===== src/rtl/uart_sync_fifo.sv =====
// Single-clock FWFT byte FIFO shared by the UART TX and RX paths.
// Tracks fill level, threshold flags and sticky overflow/underflow.
module uart_sync_fifo #(
    parameter int DATA_W    = 8,
    parameter int DEPTH     = 16,
    parameter int AF_THRESH = 12,
    parameter int AE_THRESH = 4
) (
    input  logic                     aclk,
    input  logic                     aresetn,
    input  logic                     flush,
    input  logic                     wrvalid,
    output logic                     wrready,
    input  logic [DATA_W-1:0]        wrdata,
    output logic                     rdvalid,
    input  logic                     rdready,
    output logic [DATA_W-1:0]        rddata,
    output logic                     empty,
    output logic                     full,
    output logic                     almost_full,
    output logic                     almost_empty,
    output logic [$clog2(DEPTH):0]   level,
    output logic                     overflow,
    output logic                     underflow
);

    localparam int AW = $clog2(DEPTH);
    localparam int LW = AW + 1;

    logic [DATA_W-1:0] mem_q [DEPTH];
    logic [AW-1:0]     wr_ptr_q, wr_ptr_d;
    logic [AW-1:0]     rd_ptr_q, rd_ptr_d;
    logic [LW-1:0]     level_q, level_d;
    logic              ovf_q, ovf_d;
    logic              udf_q, udf_d;
    logic              push, pop;

    assign empty        = (level_q == '0);
    assign full         = (level_q == LW'(DEPTH));
    assign almost_full  = (level_q >= LW'(AF_THRESH));
    assign almost_empty = (level_q <= LW'(AE_THRESH));
    assign wrready      = !full;
    assign rdvalid      = !empty;
    assign rddata       = empty ? '0 : mem_q[rd_ptr_q];
    assign level        = level_q;
    assign overflow     = ovf_q;
    assign underflow    = udf_q;

    // Flush wins over any transfer presented in the same cycle.
    assign push = wrvalid && !full && !flush;
    assign pop  = rdready && !empty && !flush;

    always_comb begin
        wr_ptr_d = wr_ptr_q;
        rd_ptr_d = rd_ptr_q;
        level_d  = level_q;
        ovf_d    = ovf_q | (wrvalid & full);
        udf_d    = udf_q | (rdready & empty);
        if (flush) begin
            wr_ptr_d = '0;
            rd_ptr_d = '0;
            level_d  = '0;
            ovf_d    = 1'b0;
            udf_d    = 1'b0;
        end else begin
            if (push) wr_ptr_d = wr_ptr_q + AW'(1);
            if (pop)  rd_ptr_d = rd_ptr_q + AW'(1);
            unique case ({push, pop})
                2'b10:   level_d = level_q + LW'(1);
                2'b01:   level_d = level_q - LW'(1);
                default: level_d = level_q;
            endcase
        end
    end

    always_ff @(posedge aclk or negedge aresetn) begin
        if (!aresetn) begin
            wr_ptr_q <= '0;
            rd_ptr_q <= '0;
            level_q  <= '0;
            ovf_q    <= 1'b0;
            udf_q    <= 1'b0;
        end else begin
            wr_ptr_q <= wr_ptr_d;
            rd_ptr_q <= rd_ptr_d;
            level_q  <= level_d;
            ovf_q    <= ovf_d;
            udf_q    <= udf_d;
        end
    end

    always_ff @(posedge aclk) begin
        if (push) mem_q[wr_ptr_q] <= wrdata;
    end

endmodule


===== config.mk =====
export PLATFORM = sky130hd
export DESIGN_NAME = uart_sync_fifo
export DESIGN_NICKNAME = d
export VERILOG_FILES = /design/src/rtl/uart_sync_fifo.sv
export SDC_FILE = /design/constraint.sdc
export NUM_CORES = 1
export LEC_CHECK = 0
export CAP_MARGIN = 5
export CORE_MARGIN = 4
export CORE_UTILIZATION = 50
export DETAILED_ROUTE_END_ITERATION = 10
export PLACE_DENSITY = 0.72
export SYNTH_ARGS = -nofsm -noshare
export SYNTH_HDL_FRONTEND = slang
export SYNTH_SLANG_ARGS = --single-unit

===== constraint.sdc =====
create_clock -name aclk -period 3.6 [get_ports aclk]
set_input_delay 0.54 -clock aclk [delete_from_list [all_inputs] [get_ports aclk]]
set_output_delay 0.54 -clock aclk [all_outputs]
set_load 0.03 [all_outputs]

==> run metrics, run 1 <==
status=finished clean; worst setup path class=register to primary output; Die Wd=117 um; die area=13600 um^2; asr flop ratio synth=10.5%; global route overflow=0; MaxCap Viol Count=0; Fin Setup TNS=0 ns; Synthesis Warnings=0; post-CTS setup buffers=0; initial antenna violation count=0; flop2flop setup slack=0.73 ns; Crit. End Element=primary output; most instantiated cells after synthesis=128 x edfxtp_1, 32 x mux4_2, 32 x nor2_1; synthesized area per cell=18.4 um^2; f_max=0.294 GHz; Main synth FF type=edfxtp_1; post-route antenna net violation count=0; Post-Route WL=11700 um; RSZ-0062 raised after global routing=false; H-Tree Depth=4; PwrDens=712 nW/um^2; Seq/Total Area, Yosys=71.4%; Worst Reg-to-Reg Cells=9; cells after synthesis=322; post-route cell area=7190 um^2; die span in y=117 um; CP max FO=18; Hold Buf Count CTS=0; Final min period=3.40 ns; top-count cell post-synth=edfxtp_1; Worst Setup Slack, final=0.196 ns; DR vias=3064; Synth Cell Area=5910 um^2; number of enable flip-flop cells after synthesis=128; Tightest Pin Transition=1.17 ns; # DRC=0; CP endpoint=rddata[6]; clk slew on worst S/H paths=0.06 ns; first-pass GRT wire length=18100 um; leading area contributor after synthesis=edfxtp_1; drt pass-1 iters=4; crit path DAT=2.86 ns; vias per inst=5.73; # setup viols final=0; fillers=812; Core Region=11500 um^2; initial detailed-routing violation count=279; CTS tree=built; port bufs=33; Fin. Hold Viols=0; DP Area=6530 um^2; fraction of layout cells with a size suffix above 1=24.5%; Clock Latency Late Sink=0.41 ns; Synth cell types=40; dominant cells by area after synthesis=edfxtp_1 65%, mux4_2 12%, dfrtp_1 6.3%, mux2i_1 3.2%, nor2_1 2.0%; nets@finish=399; R2R Path End=level[4]; final slew viol count=0; clk sinks=143; max_slew headroom=22.3%; Leak Pwr=2.40 nW; Initial Utilization=51.3%; root buffer cell=clkbuf_16; Syn Nets=342; worst setup path start=rd_ptr_q[3]; largest net degree at the start of global routing=36; # IOs=34; n_diodes=0; number of global-route vias before repair=3238; DP HPWL=7000 um; VDD IR max=0.352 mV; CP startpoint kind=register; Setup Skew=0.00518 ns; Worst R2R Start=level[1]; Synth-to-Final Area Change=21.6%; Num CTS Buffers=17; Max clock buf depth=2; Resize count post-CTS=0; gr usage total=18.6%; period utilization=94.6%; Hold Path Class=register to register; Worst EP required=3.06 ns; share of the synthesized area in the top cell type=65.0%; # rows=39; synthesized flop and latch total=143; WL/cell=21.8 um; pre-CTS WS=0.479 ns; GPL Wtd Cong=0.804
where the power goes:
part           total, mW  switching [mW]  internal (mW)
registers           1.94          0.0847           1.85
clock network       1.95           0.658           1.30
logic               1.23           0.664          0.566
kinds of logic after synthesis:
group                    synth area share, %
buffers and inverters                   1.65
XOR/XNOR                                1.19
flip-flops                              71.4
multiplexers                            15.6
AND/OR/NAND/NOR                         5.50
AO/OA/AOI/OAI                           3.17
adder cells (fa/ha/maj)                 1.48
area by class of cell:
cell class,instances,area (um^2),area share [%]
timing repair buffer,56,515,7.17
clock buffer,17,425,5.92
inverter,4,15.0,0.209
clock inverter,15,239,3.32
multi-input combinational,157,1600,22.2
sequential,143,4220,58.7
tap,143,179,2.49
critical path, cell delays in order (launching register included):
cell             delay (ns)
dfrtp_1                1.11
mux2i_1                0.25
o22ai_1                0.35
clkdlybuf4s50_1        0.73
metal layers:
layer	GRT usage [%]	up-vias	share of wire [%]
met5	0	-	0
met4	6.50	0	1.3
met3	5.60	15	4.9
met2	30.3	76	52
met1	24.0	1582	42
li1	-	1391	-
metrics by stage:
step / util (%) / hold WS [ns] / std cells / power, mW
after floorplan: - / 0.244 / 322 / 2.79
after global placement: 56.7 / 0.499 / 503 / 3.19
after detailed placement: 56.7 / 0.495 / 503 / 3.20
after CTS: 62.4 / 0.513 / 535 / 5.16
after global routing: 62.4 / 0.536 / 535 / 5.32
final: 62.4 / 0.513 / 535 / 5.12
how the worst min path moves through the flow:
stage / start / slack, ns / to / cells past startpoint
floorplan: aresetn / 0.24 / level[0] / 0
global placement: overflow / 0.50 / overflow / 2
detailed placement: underflow / 0.50 / underflow / 2
CTS: underflow / 0.51 / underflow / 2
global route: underflow / 0.54 / underflow / 2
finish: underflow / 0.51 / underflow / 2
layout by cell type, fill, tap and decap left out, drive strengths merged, types with 2 or more instances in the layout:
master	netlist	routed
clkdlybuf4s50	0	33
o21ai	2	2
xor2	7	7
a21oi	7	7
clkbuf	9	17
bufinv	0	6
clkinvlp	0	3
nand2b	2	2
nor2	32	32
ha	7	7
edfxtp	128	128
or3b	2	2
nand4	2	2
buf	9	23
o211ai	2	2
mux4	32	32
or3	4	4
clkinv	0	4
mux2i	20	20
nand3	5	5
a31o	2	2
nand3b	2	2
o22ai	8	8
nand2	10	10
dfrtp	15	15
inv	4	6
registers in the layout (all words and copies together) (netlist names):
| register | count |
|---|---|
| level | 5 |
| mem_q | 128 |
| overflow | 1 |
| rd_ptr_q | 4 |
| underflow | 1 |
| wr_ptr_q | 4 |
Note: power is estimated with default switching activity, not from simulation.
==> inputs of run 2 (changes only) <==
--- a/config.mk
+++ b/config.mk
@@ -10,6 +10,8 @@
 export CORE_UTILIZATION = 50
 export DETAILED_ROUTE_END_ITERATION = 10
 export PLACE_DENSITY = 0.72
+export SETUP_SLACK_MARGIN = 0.1
 export SYNTH_ARGS = -nofsm -noshare
 export SYNTH_HDL_FRONTEND = slang
 export SYNTH_SLANG_ARGS = --single-unit
+export TNS_END_PERCENT = 50
==> run 2 against run 1 <==
Routed wire length is 0.10% lower. Clock power barely moved. Register-to-register slack improved by 0.02 ns. Sequential share of layout area down 0.11 points. First-iteration DRC count decreased by 9.3%. Final cell count is 0.37% higher. Sequential power barely moved. Critical path type unchanged. Largest cell class unchanged. Highest routed layer unchanged.
==> run metrics, run 2 (synthesis results as in run 1) <==
status=finished clean; largest net degree at the start of global routing=36 (unchanged); drt pass-1 iters=4 (unchanged); Leak Pwr=2.41 nW (+0.38%); Tot Pwr=5.15 mW (+0.46%); Synth-to-Final Area Change=21.9%; # rows=39 (unchanged); H-Tree Depth=4 (unchanged); Met1 Wirelength=4900 um (-0.43%); n_diodes=0 (unchanged); CTS tree=built; CP max FO=18 (unchanged); GPL Wtd Cong=0.804 (unchanged); Max clock buf depth=2 (unchanged); Worst Hold Depth=2 (unchanged); max_slew headroom=22.6% (+0.32 points); Crit path max-delay family=flip-flops; Die Wd=117 um (unchanged); fillers=807 (-0.62%); MaxCap Viol Count=0 (unchanged); DR vias=3069 (+0.16%); Core Region=11500 um^2 (unchanged); Worst EP required=3.06 ns (about the same); crit path DAT=2.82 ns (-0.04 ns); CP Cell Sequence=mux2i_1 > o22ai_1 > clkdlybuf4s50_1; number of global-route vias before repair=3238 (unchanged); port bufs=33 (unchanged); # setup viols final=0 (unchanged); Setup Skew=0.00630 ns (+0.00112 ns); Clock Latency Late Sink=0.42 ns (about the same); VDD IR max=0.355 mV (+0.73%); WL met2=5970 um (-0.75%); f_max=0.298 GHz (+1.4%); Crit. End Element=primary output; DR top layer=met4; worst setup path class=register to primary output; Fin Setup TNS=0 ns (unchanged); post-route antenna net violation count=0 (unchanged); Worst R2R Start=level[2]; DR WL met3=624 um (+10%); Post-Route WL=11600 um (-0.10%); CP bufs+invs=1 (unchanged); Hold Path Class=register to register; CP startpoint kind=register; commonest non-fill, non-tap cell in the layout=edfxtp_1; DP HPWL=7000 um (unchanged); die span in y=117 um (unchanged); period utilization=93.3% (-1.3 points); die area=13600 um^2 (unchanged); pre-CTS WS=0.479 ns (unchanged); R2R Path End=level[4]; Worst path max stage delay=1.11 ns (about the same); Final min period=3.36 ns (-0.0466 ns); Min Hold Slack=0.514 ns (+0.00170 ns); Worst Reg-to-Reg Cells=10 (+1); final slew viol count=0 (unchanged); Worst path slowest cell=dfrtp_1; clk slew on worst S/H paths=0.06 ns (about the same); Initial Utilization=51.3% (unchanged); max reg flops=128 (unchanged); Worst Setup Slack, final=0.242 ns (+0.0466 ns); initial antenna violation count=0 (unchanged); Endpoint, Worst Hold=underflow; # IOs=34 (unchanged); WL/cell=21.7 um (-0.48%); flop2flop setup slack=0.75 ns (+0.02 ns); most frequent cells in the layout=128 x edfxtp_1, 33 x clkdlybuf4s50_1, 32 x mux4_2, 32 x nor2_1, 24 x buf_4; Fin. Hold Viols=0 (unchanged); min-delay src=underflow; # DRC=0 (unchanged); initial detailed-routing violation count=253 (-9.3%); vias per inst=5.72 (-0.21%); global route overflow=0 (unchanged); RSZ-0062 raised after global routing=false; Tightest Pin Transition=1.16 ns (-0.00480 ns); gr usage total=18.6% (unchanged); Hold Buf Count CTS=0 (unchanged); Num CTS Buffers=17 (unchanged); nets@finish=401 (+0.50%); root buffer cell=clkbuf_16; fraction of layout cells with a size suffix above 1=24.9% (+0.38 points); Most flops, register=mem_q; PwrDens=714 nW/um^2 (+0.22%); first-pass GRT wire length=18100 um (unchanged); clk sinks=143 (unchanged)
## run 2: changes by cell type in the layout (fill, tap and decap cells not counted)
cell / before / now
dfrtp_4: 0 / 1
buf_4: 22 / 24
dfrtp_2: 1 / 0
## run 2: metrics by stage
step	cell area, um^2	utilization, %	cells
global placement	6530	56.7	503
floorplan	5910	-	322
global route	7210	62.6	537
finish	7210	62.6	537
CTS	7190	62.4	535
detailed placement	6530	56.7	503
## run 2: how the worst max path moves through the flow
stage | startpoint | endpoint | slack, ns | depth (start not counted)
after global placement | rdready | level[4] | 0.55 | 10
after CTS | rd_ptr_q[0] | rddata[0] | 0.12 | 5
after floorplan | level[1] | level[4] | 0.87 | 10
after global routing | rd_ptr_q[3] | rddata[6] | 0.11 | 3
after detailed placement | rdready | level[4] | 0.48 | 10
final | rd_ptr_q[3] | rddata[6] | 0.24 | 3
## run 2: timing repair
action	in CTS	in global routing
endpoints found under the setup margin	0	3
resized for setup	0	1
buffers inserted	0	2
## run 2: tightest hold or removal path: cells and delay by family (launching register included)
family           cells  cell delay, ns
AO/OA/AOI/OAI        1            0.05
flip-flops           1            0.35
AND/OR/NAND/NOR      1            0.07
## run 2: area by class of cell
type,count,area (um^2),area share (%)
well taps,143,179,2.48
repair buffers,58,531,7.36
inverters,4,15.0,0.208
flip-flops and latches,143,4220,58.6
multi-input cells,157,1600,22.1
clock inverters,15,239,3.32
clock buffers,17,425,5.90
## run 2: metal layers
metal  vias up  GRT usage [%]
met4         0           6.50
met2        93           30.3
met1      1566           24.0
met3        14           5.60
met5         -              0
li1       1396              -
## run 2: where the power goes
part / total (mW) / leakage [nW] / internal, mW / switching (mW)
combinational: 1.26 / 0.735 / 0.588 / 0.667
sequential: 1.94 / 1.36 / 1.86 / 0.0836
clock: 1.95 / 0.317 / 1.30 / 0.655
total: 5.15 / 2.41 / 3.74 / 1.41
==> inputs of run 3 (changes only) <==
--- a/config.mk
+++ b/config.mk
@@ -6,10 +6,11 @@
 export NUM_CORES = 1
 export LEC_CHECK = 0
 export CAP_MARGIN = 5
-export CORE_MARGIN = 4
+export CELL_PAD_IN_SITES_DETAIL_PLACEMENT = 0
+export CELL_PAD_IN_SITES_GLOBAL_PLACEMENT = 1
 export CORE_UTILIZATION = 50
 export DETAILED_ROUTE_END_ITERATION = 10
-export PLACE_DENSITY = 0.72
+export PLACE_DENSITY = 0.8
 export SETUP_SLACK_MARGIN = 0.1
 export SYNTH_ARGS = -nofsm -noshare
 export SYNTH_HDL_FRONTEND = slang
==> run 3 against run 2 <==
Sequential share of layout area is essentially flat. Largest cell class unchanged. Critical path type unchanged. Combinational power is essentially flat. Non-clock buffer count is the same. Global-route usage grew 1.6 points. Critical endpoint is now rddata[0]. Flip-flop and latch count is the same.
==> run metrics, run 3 (synthesis results as in run 1) <==
DP Area=6560 um^2 (+0.50%); Setup Skew=0.0111 ns (+0.00480 ns); max_slew headroom=26.2% (+3.5 points); GPL Wtd Cong=0.788 (-2.0%); part of the power in the clock network=36.8% (-1.1 points); Die Wd=111 um (-5.1%); Final min period=3.35 ns (-0.00714 ns); FF/Latch Area=4220 um^2 (about the same); # setup viols final=0 (unchanged); part of the power in combinational logic=24.7% (+0.3 points); commonest non-fill, non-tap cell in the layout=edfxtp_1; RSZ-0062 raised after global routing=false; # rows=39 (unchanged); die area=12300 um^2 (-10%); CTS tree=built; Num CTS Buffers=17 (unchanged); Most flops, register=mem_q; min-delay src=overflow; clk slew on worst S/H paths=0.06 ns (about the same); Initial Utilization=51.6% (+0.22 points); PwrDens=702 nW/um^2 (-1.7%); Fin. Hold Viols=0 (unchanged); # DRC=0 (unchanged); Post-Route WL=11400 um (-2.4%); f_max=0.298 GHz (+0.21%); Synth-to-Final Area Change=21.8%; vias per inst=5.81 (+1.6%); number of global-route vias before repair=3281 (+1.3%); fillers=813 (+0.74%); Multi-input gate area=1600 um^2 (unchanged); status=finished clean; register share of total power=38.5% (+0.8 points); largest net degree at the start of global routing=33 (-8.3%); Worst path max stage delay=1.07 ns (-0.04 ns); VDD IR max=0.624 mV (+76%); n_diodes=0 (unchanged); Leak Pwr=2.41 nW (-0.11%); Hold Path Class=register to register; CP max FO=18 (unchanged); period utilization=93.1% (-0.20 points); switch share=28.4% (+1.1 points); Max clock buf depth=2 (unchanged); Resize count post-CTS=0 (unchanged); Crit path max-delay family=flip-flops; H-Tree Depth=4 (unchanged); internal cell power=3.62 mW (-3.3%); clk sinks=143 (unchanged); max reg flops=128 (unchanged); drt pass-1 iters=4 (unchanged); CP bufs+invs=1 (unchanged); worst setup path start=rd_ptr_q[3]; die span in y=111 um (-5.1%); post-route antenna net violation count=0 (unchanged); Core Region=11500 um^2 (-0.42%); worst setup path class=register to primary output; WL/cell=21.2 um (-2.2%); initial antenna violation count=0 (unchanged); CP Cell Sequence=mux2i_1 > o22ai_1 > clkdlybuf4s50_1; global route overflow=0 (unchanged); fraction of layout cells with a size suffix above 1=24.9% (+0.063 points); Worst path slowest cell=dfrtp_1; port bufs=33 (unchanged); Worst R2R Start=level[2]; Crit. End Element=primary output; most frequent cells in the layout=128 x edfxtp_1, 33 x clkdlybuf4s50_1, 32 x mux4_2, 32 x nor2_1, 22 x buf_4; CP startpoint kind=register; initial detailed-routing violation count=163 (-36%); Worst EP required=3.06 ns (about the same); Clock Latency Late Sink=0.42 ns (about the same); DP HPWL=6990 um (about the same); final slew viol count=0 (unchanged); Tightest Pin Transition=1.11 ns (-0.0531 ns); NetSw=1.44 mW (+2.2%); nets@finish=401 (unchanged); gr usage total=20.2% (+1.6 points); crit path DAT=2.81 ns (about the same); post-route cell area=7200 um^2 (-0.12%); root buffer cell=clkbuf_16; MaxCap Viol Count=0 (unchanged); # IOs=34 (unchanged); first-pass GRT wire length=18100 um (-0.23%); Tot Pwr=5.05 mW (-1.8%); DR vias=3113 (+1.4%); Fin Setup TNS=0 ns (unchanged)
==> run 3: cell count changes in the layout (fill, tap and decap cells not counted), sizes merged <==
cell / change
bufinv: -2
inv: +3
clkinvlp: -2
==> run 3: repair_timing <==
item,CTS,global route
buffers inserted,0,1
hold buffers,0,0
endpoints found under the setup margin,0,1
==> run 3: area by class of cell <==
type / instances / share of cell area [%]
Inverter: 4 / 0.209
Clock inverter: 14 / 2.89
Sequential cell: 143 / 58.6
Timing Repair Buffer: 58 / 7.72
Tap cell: 143 / 2.49
Clock buffer: 17 / 5.91
Multi-Input combinational cell: 157 / 22.2
==> run 3: stage by stage <==
| step | std cells | hold slack [ns] | utilization (%) | worst slack (ns) |
|---|---|---|---|---|
| after floorplan | 322 | 0.244 | - | 0.875 |
| after global placement | 504 | 0.493 | 57.2 | 0.565 |
| after detailed placement | 504 | 0.492 | 57.2 | 0.487 |
| after CTS | 535 | 0.514 | 62.7 | 0.229 |
| after global routing | 536 | 0.556 | 62.8 | 0.129 |
| final | 536 | 0.503 | 62.8 | 0.249 |
==> run 3: final timing paths <==
path / slack (ns) / cells after the start / endpoint
max: 0.25 / 3 / rddata[0]
min: 0.50 / 2 / overflow
max reg2reg: 0.67 / 10 / level[4]
min reg2reg: 0.50 / 2 / overflow
max in group asynchronous: 2.56 / 1 / rd_ptr_q[0]
min in group asynchronous: 0.55 / 1 / level[0]
==> run 3: worst min-delay path, stage by stage, from the launching register on <==
cell and delay [ns]:
dfrtp_1 0.34, a21oi_1 0.04, nor2_1 0.07
==> run 3: per-layer routing <==
layer / share of wire [%] / track usage [%] / vias up
met5: 0 / 0 / -
met4: 1.8 / 7.56 / 0
met3: 4.6 / 5.36 / 16
met2: 51 / 32.9 / 96
met1: 43 / 26.1 / 1601
li1: - / - / 1400
==> run 3: power by group through the flow <==
stage	Combinational (mW)	Clock (mW)	Sequential [mW]
floorplan	0.834	0	1.96
global placement	1.23	0	1.98
detailed placement	1.24	0	1.98
CTS	1.25	1.88	1.95
global route	1.34	1.95	1.96
finish	1.25	1.86	1.95
